File: src/rtl/ahb_rr_output_arbiter_if.sv
// Signal bundle between one bus-matrix output stage and its round-robin arbiter.
// The master side drives requests and output-port bus state. The slave side (the arbiter) returns the grant.
interface ahb_rr_output_arbiter_if #(
    parameter int NUM_PORTS = 4,
    parameter int PORT_W    = 2
);
    logic [NUM_PORTS-1:0] req_port;
    logic                 HREADYM;
    logic                 HSELM;
    logic [1:0]           HTRANSM;
    logic [2:0]           HBURSTM;
    logic                 HMASTLOCKM;
    logic [PORT_W-1:0]    addr_in_port;
    logic                 no_port;
    logic                 burst_hold;

    modport master (
        output req_port, HREADYM, HSELM, HTRANSM, HBURSTM, HMASTLOCKM,
        input  addr_in_port, no_port, burst_hold
    );

    modport slave (
        input  req_port, HREADYM, HSELM, HTRANSM, HBURSTM, HMASTLOCKM,
        output addr_in_port, no_port, burst_hold
    );
endinterface

File: src/rtl/ahb_rr_output_arbiter.sv
// Round-robin output-stage arbiter for a shared bus-matrix slave port.
// The grant is frozen during fixed-length bursts, locked sequences and wait states.
module ahb_rr_output_arbiter #(
    parameter int NUM_PORTS = 4,
    parameter int PORT_W    = 2
) (
    input  logic                      HCLK,
    input  logic                      HRESET,
    ahb_rr_output_arbiter_if.slave    bus
);

    localparam logic [1:0] TR_IDLE   = 2'b00;
    localparam logic [1:0] TR_BUSY   = 2'b01;
    localparam logic [1:0] TR_NONSEQ = 2'b10;
    localparam logic [1:0] TR_SEQ    = 2'b11;

    localparam logic [2:0] BU_WRAP4  = 3'b010;
    localparam logic [2:0] BU_INCR4  = 3'b011;
    localparam logic [2:0] BU_WRAP8  = 3'b100;
    localparam logic [2:0] BU_INCR8  = 3'b101;
    localparam logic [2:0] BU_WRAP16 = 3'b110;
    localparam logic [2:0] BU_INCR16 = 3'b111;

    logic [3:0]        r_cnt;
    logic              r_hold;
    logic [PORT_W-1:0] r_addr;
    logic              r_no_port;

    logic [3:0]        w_cnt_nxt;
    logic              w_hold_nxt;
    logic [PORT_W-1:0] w_addr_nxt;
    logic              w_no_port_nxt;
    logic [PORT_W-1:0] w_rr_idx;
    logic              w_rr_found;
    int                w_cand;

    // State register: reset wins over HREADYM, and the grant only moves on a completed beat.
    always_ff @(posedge HCLK) begin
        if (HRESET) begin
            r_cnt     <= 4'd0;
            r_hold    <= 1'b0;
            r_addr    <= '0;
            r_no_port <= 1'b1;
        end else begin
            r_cnt  <= w_cnt_nxt;
            r_hold <= w_hold_nxt;
            if (bus.HREADYM) begin
                r_addr    <= w_addr_nxt;
                r_no_port <= w_no_port_nxt;
            end
        end
    end

    // Burst tracker next state.
    always_comb begin
        w_cnt_nxt  = r_cnt;
        w_hold_nxt = r_hold;
        if (bus.HREADYM) begin
            if (!bus.HSELM) begin
                w_cnt_nxt  = 4'd0;
                w_hold_nxt = 1'b0;
            end else begin
                case (bus.HTRANSM)
                    TR_NONSEQ: begin
                        case (bus.HBURSTM)
                            BU_INCR16, BU_WRAP16: begin
                                w_cnt_nxt  = 4'd15;
                                w_hold_nxt = 1'b1;
                            end
                            BU_INCR8, BU_WRAP8: begin
                                w_cnt_nxt  = 4'd7;
                                w_hold_nxt = 1'b1;
                            end
                            BU_INCR4, BU_WRAP4: begin
                                w_cnt_nxt  = 4'd3;
                                w_hold_nxt = 1'b1;
                            end
                            default: begin
                                w_cnt_nxt  = 4'd0;
                                w_hold_nxt = 1'b0;
                            end
                        endcase
                    end
                    TR_SEQ: begin
                        w_cnt_nxt = r_cnt - 4'd1;
                        if (r_cnt == 4'd1) begin
                            w_hold_nxt = 1'b0;
                        end
                    end
                    TR_BUSY: begin
                        w_cnt_nxt  = r_cnt;
                        w_hold_nxt = r_hold;
                    end
                    TR_IDLE: begin
                        w_cnt_nxt  = 4'd0;
                        w_hold_nxt = 1'b0;
                    end
                    default: begin
                        w_cnt_nxt  = r_cnt;
                        w_hold_nxt = r_hold;
                    end
                endcase
            end
        end
    end

    // Search last+1 .. last+NUM_PORTS, so the current holder has the lowest priority.
    always_comb begin
        w_rr_idx   = r_addr;
        w_rr_found = 1'b0;
        w_cand     = 0;
        for (int k = 1; k <= NUM_PORTS; k++) begin
            w_cand = int'(r_addr) + k;
            if (w_cand >= NUM_PORTS) begin
                w_cand = w_cand - NUM_PORTS;
            end
            if (!w_rr_found && bus.req_port[PORT_W'(w_cand)]) begin
                w_rr_found = 1'b1;
                w_rr_idx   = PORT_W'(w_cand);
            end
        end
    end

    // Next grant: the burst/lock hold uses the next hold value, so the last SEQ beat can hand over.
    always_comb begin
        w_addr_nxt    = r_addr;
        w_no_port_nxt = r_no_port;
        if (bus.HMASTLOCKM || w_hold_nxt) begin
            w_no_port_nxt = 1'b0;
        end else if (w_rr_found) begin
            w_addr_nxt    = w_rr_idx;
            w_no_port_nxt = 1'b0;
        end else if (bus.HSELM) begin
            w_no_port_nxt = 1'b0;
        end else begin
            w_no_port_nxt = 1'b1;
        end
    end

    always_comb begin
        bus.addr_in_port = r_addr;
        bus.no_port      = r_no_port;
        bus.burst_hold   = r_hold;
    end

endmodule

File: src/flat_wrapper.sv
// flat-port wrapper written by rule: the top's interface ports become plain ports
module ahb_rr_output_arbiter_flat 
#(
    parameter int NUM_PORTS = 4,
    parameter int PORT_W    = 2
)
  (HCLK, HRESET, bus_req_port, bus_HREADYM, bus_HSELM, bus_HTRANSM, bus_HBURSTM, bus_HMASTLOCKM, bus_addr_in_port, bus_no_port, bus_burst_hold);
  ahb_rr_output_arbiter_if #(.NUM_PORTS(NUM_PORTS), .PORT_W(PORT_W)) bus_i ();
  input  logic HCLK;
  input  logic HRESET;
  input wire logic [$bits(bus_i.req_port)-1:0] bus_req_port;
  input wire logic [$bits(bus_i.HREADYM)-1:0] bus_HREADYM;
  input wire logic [$bits(bus_i.HSELM)-1:0] bus_HSELM;
  input wire logic [$bits(bus_i.HTRANSM)-1:0] bus_HTRANSM;
  input wire logic [$bits(bus_i.HBURSTM)-1:0] bus_HBURSTM;
  input wire logic [$bits(bus_i.HMASTLOCKM)-1:0] bus_HMASTLOCKM;
  output wire logic [$bits(bus_i.addr_in_port)-1:0] bus_addr_in_port;
  output wire logic [$bits(bus_i.no_port)-1:0] bus_no_port;
  output wire logic [$bits(bus_i.burst_hold)-1:0] bus_burst_hold;
  assign bus_i.req_port = bus_req_port;
  assign bus_i.HREADYM = bus_HREADYM;
  assign bus_i.HSELM = bus_HSELM;
  assign bus_i.HTRANSM = bus_HTRANSM;
  assign bus_i.HBURSTM = bus_HBURSTM;
  assign bus_i.HMASTLOCKM = bus_HMASTLOCKM;
  assign bus_addr_in_port = bus_i.addr_in_port;
  assign bus_no_port = bus_i.no_port;
  assign bus_burst_hold = bus_i.burst_hold;
  ahb_rr_output_arbiter #(.NUM_PORTS(NUM_PORTS), .PORT_W(PORT_W)) u_core (.HCLK(HCLK), .HRESET(HRESET), .bus(bus_i));
endmodule
File: config.mk
export PLATFORM = sky130hd
export DESIGN_NAME = ahb_rr_output_arbiter_flat
export DESIGN_NICKNAME = d
export VERILOG_FILES = /design/src/rtl/ahb_rr_output_arbiter_if.sv /design/src/rtl/ahb_rr_output_arbiter.sv /design/src/flat_wrapper.sv
export SDC_FILE = /design/constraint.sdc
export NUM_CORES = 1
export LEC_CHECK = 0
export BUFFER_PORTS_ARGS = -buffer_cell sky130_fd_sc_hd__buf_4
export CAP_MARGIN = 30
export CORE_AREA = 2 2 42 44
export CTS_BUF_LIST = sky130_fd_sc_hd__clkbuf_16
export CTS_CLUSTER_DIAMETER = 50
export CTS_CLUSTER_SIZE = 40
export DETAILED_ROUTE_END_ITERATION = 10
export DIE_AREA = 0 0 44 46
export GPL_TIMING_DRIVEN = 0
export HOLD_SLACK_MARGIN = 0.06
export PLACE_DENSITY = 0.64
export SYNTH_ARGS = -nofsm -noshare
export SYNTH_HDL_FRONTEND = slang
export SYNTH_SLANG_ARGS = --single-unit
File: constraint.sdc
create_clock -name HCLK -period 2.75 [get_ports HCLK]
set_input_delay 0.1375 -clock HCLK [delete_from_list [all_inputs] [get_ports HCLK]]
set_output_delay 0.1375 -clock HCLK [all_outputs]
set_load 0.02 [all_outputs]
### Word level (Yosys, flattened, before mapping)

Cells that the tools add are included.

* add/sub/neg operators: 9
* order comparisons: 8
* equality and inequality tests: 11
* mux-type cells: 35
* bitwise gates (word level): 1
* reductions and logical operators: 15

Operators by type and width (count)
* one-hot mux 4 bit (3 select lines): 2
* two-way mux 1 bit: 19
* less-than comparator 2 x 4 -> 1 bit, second input constant: 4
* two-way mux 2 bit: 8
* equality test 3 bit, second input constant: 4
* greater-or-equal comparator 3 bit, second input constant: 3
* binary-select mux 1 bit (select 2 bit): 4
* subtractor 2 x 1 -> 2 bit, second input constant: 4
* adder 2 x 2 -> 3 bit, second input constant: 2
* equality test 3 x 2 -> 1 bit, second input constant: 2
* OR reduction 2 bit: 3
* OR reduction 6 bit: 1
* adder 2 x 3 -> 4 bit, second input constant: 1
* equality test 2 bit, second input constant: 2
* equality test 4 x 1 -> 1 bit, second input constant: 1
* greater-or-equal comparator 4 x 3 -> 1 bit, second input constant: 1
* two-way mux 4 bit: 1
* one-hot mux 1 bit (4 select lines): 1
* AND reduction 4 bit: 1
* nonzero test 4 bit: 1
* subtractor 4 x 1 -> 4 bit, second input constant: 1
* adder 2 x 1 -> 3 bit, second input constant: 1
* logical AND 1 bit: 3
* zero test 1 bit: 3
* other kinds (6): 6

* register bits after elaboration: 8

### Logic depth before layout (Yosys ltp)

* word-level depth: 18
* depth in mapped cells: 7

### Least setup slack after synthesis

OpenSTA, ideal clock, no wires.

* path kind: register to register
* from: register u_core.r_cnt[0]
* to: register u_core.r_addr[0], in the netlist u_core.bus.addr_in_port[0]
* data arrival time: 1.715 ns
* required time: 2.680 ns
* path slack: 0.965 ns
* stages on the path, launching flop included: 7
* path buffers: 0
* clock period less this slack: 1.785 ns
* cells stage by stage: dfxtp_1 ha_1 nor4b_2 o21bai_1 a211o_1 or4_1 a21oi_1

* word-level cells in the longest chain between the ends: 8

Ends and longest elaborated chain
* start: declaration: RTL line ahb_rr_output_arbiter.sv:24 `logic [3:0] r_cnt;`
* start signal: assignment: RTL line ahb_rr_output_arbiter.sv:45 `r_cnt <= w_cnt_nxt;`
* equality test 4 x 1 -> 1 bit: RTL line ahb_rr_output_arbiter.sv:86 `if (r_cnt == 4'd1) begin`
* two-way mux 1 bit: RTL line ahb_rr_output_arbiter.sv:86
* one-hot mux 1 bit (4 select lines): RTL line ahb_rr_output_arbiter.sv:63 `case (bus.HTRANSM)`
* two-way mux 1 bit: RTL line ahb_rr_output_arbiter.sv:59 `if (!bus.HSELM) begin`
* two-way mux 1 bit: RTL line ahb_rr_output_arbiter.sv:58 `if (bus.HREADYM) begin`
* logical OR 1 bit: RTL line ahb_rr_output_arbiter.sv:128 `if (bus.HMASTLOCKM || w_hold_nxt) begin`
* NOT 1 bit (no line)
* AND reduction 4 bit (no line)
* end signal: assignment: RTL line ahb_rr_output_arbiter.sv:48 `r_addr <= w_addr_nxt;`
* end: declaration: RTL line ahb_rr_output_arbiter.sv:26 `logic [PORT_W-1:0] r_addr;`

No other way between the ends.
A chain may end at the register's enable or synchronous reset.

### Worst setup path in the final report

Ends and elaborated chain as after synthesis.

==> results.md <==
- Status: completed
- Reg2reg end: u_core.bus.addr_in_port[0]
- Layout fillers: 169
- Crit path kind: reg -> reg
- Initial Utilization: 0.4124
- Final TNS setup: 0 ps
- Syn Std Cell Area: 665.6 um^2
- Gr usage total: 0.1591
- Synth Flop Type: dfxtp_1
- R2r setup slk: 810 ps
- DRC viols: 0
- Flops & latches, synth: 8
- # H-tree levels: 1
- Synth area leader: dfxtp_1
- Clk_skew: 2.359 ps
- Post-synth EDFFs: 0
- Num CTS Buffers: 3
- N_diodes: 0
- Top Metal Used: met4
- CTS clk-pin slew, worst paths: 40 ps
- Routed wl met2: 715 um
- Hold Fails Final Rpt: 0
- Pwr Density: 529.2 nW/um^2
- Sequential area share after synthesis: 0.2406
- Power consumption: 462.9 uW
- Switching Share: 0.2347
- Rows: 15
- First-pass GRT wire length: 2297 um
- Total grt overflow: 0
- Die ar.: 2024 um^2
- XOR/XNOR share of the synthesized area: 0.01316
- Reg power frac: 0.276
- Cell Int Power: 354.2 uW
- Worst Path Arrival: 2100 ps
- Critical R2R Launch: u_core.r_cnt[0]
- Drt pass-1 iters: 5
- Distinct cells, synth: 28
- HP Class: in -> reg
- Antenna-violating nets left: 0
- Max Fanout on Critical Path: 5
- Drt first-iter violations: 12
- Multi-input logic area: 456.7 um^2
- Clock sinks: 8
- Setup violations, final: 0
- Largest family of logic cells by synthesized area: compound AO/OA/AOI/OAI gates
- Slew headroom: 0.7688
- Post-synthesis compound-gate area fraction: 0.3026
- Post-Route WL: 1502 um
- Core area: 1614 um^2
- DIE WIDTH: 44 um
- WHS Endpoint: u_core.bus.no_port
- Max Slew Vio Count: 0
- Avg Vias per Cell: 5.712
- Avg Inst Size Synth: 7.396 um^2
- Hold path depth: 4
- Ranking of synthesized cells by area: dfxtp_1 24%, ha_1 9.4%, o21ai_0 6.8%, a22oi_1 5.6%, nor2_1 5.6%
- Clock power share: 0.521
- Crit end category: flip-flop
- Initial antenna violation count: 0
- Top cell type's share of synthesized area: 0.2406
- TritonCTS clock tree: done
- Layout cells sized above 1: 0.2037
- Post-synthesis adder-cell area fraction: 0.09398
- Ys Warns: 0
- Clock Latency Late Sink: 230 ps
- Setup bufs post-CTS: 0
- Fin crit share: 0.7039
- Most common library cells after synthesis: 10 x nor2_1, 9 x inv_1, 9 x o21ai_0
- CTS root buffer: clkbuf_16
- DP Cell Count: 122
- Unrepaired setup endpoints after global routing: false
- Area Overhead vs Synth: 31.39%
- Hold_sp: bus_HSELM
- Worst endpoint required time: 2910 ps
- Drt wl/cell: 12.02 um
- Fin crit period: 1936 ps
- Ys async rst share: 0
- CTS Buffer Depth: 2
- Buffers on Ports: 15
- Leakage: 0.0003673 uW
- Worst slew pin tran: 346.9 ps
- Post-synthesis cell count: 90
- RD Place Congestion: 0.7442
- Comb power frac: 0.204
- Most common cell in the netlist: nor2_1
- Vias in the first global route: 566
- Net Sw Power: 108.6 uW
- Syn_nets: 109
- PostCTS Resize Cnt: 0
- Seq. cell area: 160.2 um^2
- Peak VDD IR: 0.3256 mV
- Met3 WL: 110 um
- Fmax: 516.6 MHz
- Critical Path Start Type: flip-flop
- Post-Synth Simple-Gate Area: 0.2425
- Vias: 714
- Largest net degree at the start of global routing: 11
- Fin cells: 125
- Die height: 46 um
- Final #Nets: 129
- Reg2Reg Depth: 6
- Hold Buf Count CTS: 0
- Max Cap Viol: 0
- # IOs: 18
- Dpl hpwl: 1183 um
- Wl on met1: 630 um
- Multiplexer share of the synthesized area: 0.03383
critical path, cell delays in order (launching register included):
cell      delay (ps)
dfxtp_1          390
ha_1             180
nor4b_2          180
o21bai_1         100
a211o_1          350
or4_1            510
a21oi_1          150
area by class of cell:
cell class              instances  area share
plain buffers                   3     0.01717
well taps                      17     0.02432
multi-input cells              70      0.5222
flip-flops and latches          8      0.1831
repair buffers                 15      0.1288
inverters                       9     0.03863
clock buffers                   3     0.08584
sequential cells by signal, indices dropped and copies added, names as in the netlist:
register,flops
u_core.bus.addr_in_port,2
u_core.bus.burst_hold,1
u_core.bus.no_port,1
u_core.r_cnt,4
cells by family (layout without fill, tap and decap cells):
family / after synthesis / count (layout)
compound gates: 32 / 32
simple gates: 31 / 31
buf+inv: 12 / 30
flops: 8 / 8
fa+ha+maj: 5 / 5
xor+xnor: 1 / 1
mux: 1 / 1
power groups by stage:
| stage | sequential, uW | clock [uW] | combinational [uW] |
|---|---|---|---|
| floorplan | 132 | 0 | 56.3 |
| global placement | 129 | 0 | 93.3 |
| detailed placement | 129 | 0 | 94.2 |
| CTS | 127 | 249 | 94.7 |
| global route | 128 | 256 | 105 |
| finish | 128 | 241 | 94.3 |
worst max path at each step:
stage                                       to            start  slack, ps  depth (start not counted)
floorplan           u_core.bus.addr_in_port[0]  u_core.r_cnt[0]        970                          6
finish              u_core.bus.addr_in_port[0]  u_core.r_cnt[0]        810                          6
detailed placement  u_core.bus.addr_in_port[0]   bus_HTRANSM[0]        800                          7
global route        u_core.bus.addr_in_port[0]  u_core.r_cnt[0]        690                          6
global placement    u_core.bus.addr_in_port[0]   bus_HTRANSM[0]        780                          7
CTS                 u_core.bus.addr_in_port[0]  u_core.r_cnt[0]        800                          6
metal layers:
layer  GRT usage  vias to the layer above
met5           0                        -
met4      0.1091                        0
met3     0.05159                        5
met2      0.2529                       30
met1      0.1805                      321
li1            -                      358
through the flow:
stage	instance area [um^2]	utilization	hold slack (ps)	setup slack, ps
final	874.6	0.5419	198.0	814.2
after global routing	874.6	0.5419	221.8	690.1
after CTS	874.6	0.5419	200.6	802.3
after global placement	799.5	0.4953	436.6	777.2
after floorplan	665.6	-	315.8	965.2
after detailed placement	799.5	0.4953	443.9	800.7
placed cells by master, fill, tap and decap left out:
| master | count |
|---|---|
| buf_4 | 16 |
| nor2_1 | 10 |
| inv_1 | 9 |
| o21ai_0 | 9 |
| nand2_1 | 8 |
| dfxtp_1 | 8 |
| a21oi_1 | 7 |
| a22oi_1 | 5 |
| ha_1 | 5 |
| nor3b_1 | 4 |
| nor3_1 | 3 |
| o211ai_1 | 3 |
| clkbuf_16 | 3 |
| o21bai_1 | 2 |
| nor2b_1 | 2 |
| buf_1 | 1 |
| xnor2_1 | 1 |
| o22ai_1 | 1 |
| a211oi_1 | 1 |
| nor4b_2 | 1 |
| a211o_1 | 1 |
| clkbuf_1 | 1 |
| a311oi_1 | 1 |
| nand2b_1 | 1 |
| o31ai_1 | 1 |
| or4_1 | 1 |
| mux4_2 | 1 |
| or3_2 | 1 |
| a21o_1 | 1 |
(Power assumes the default switching activity.)
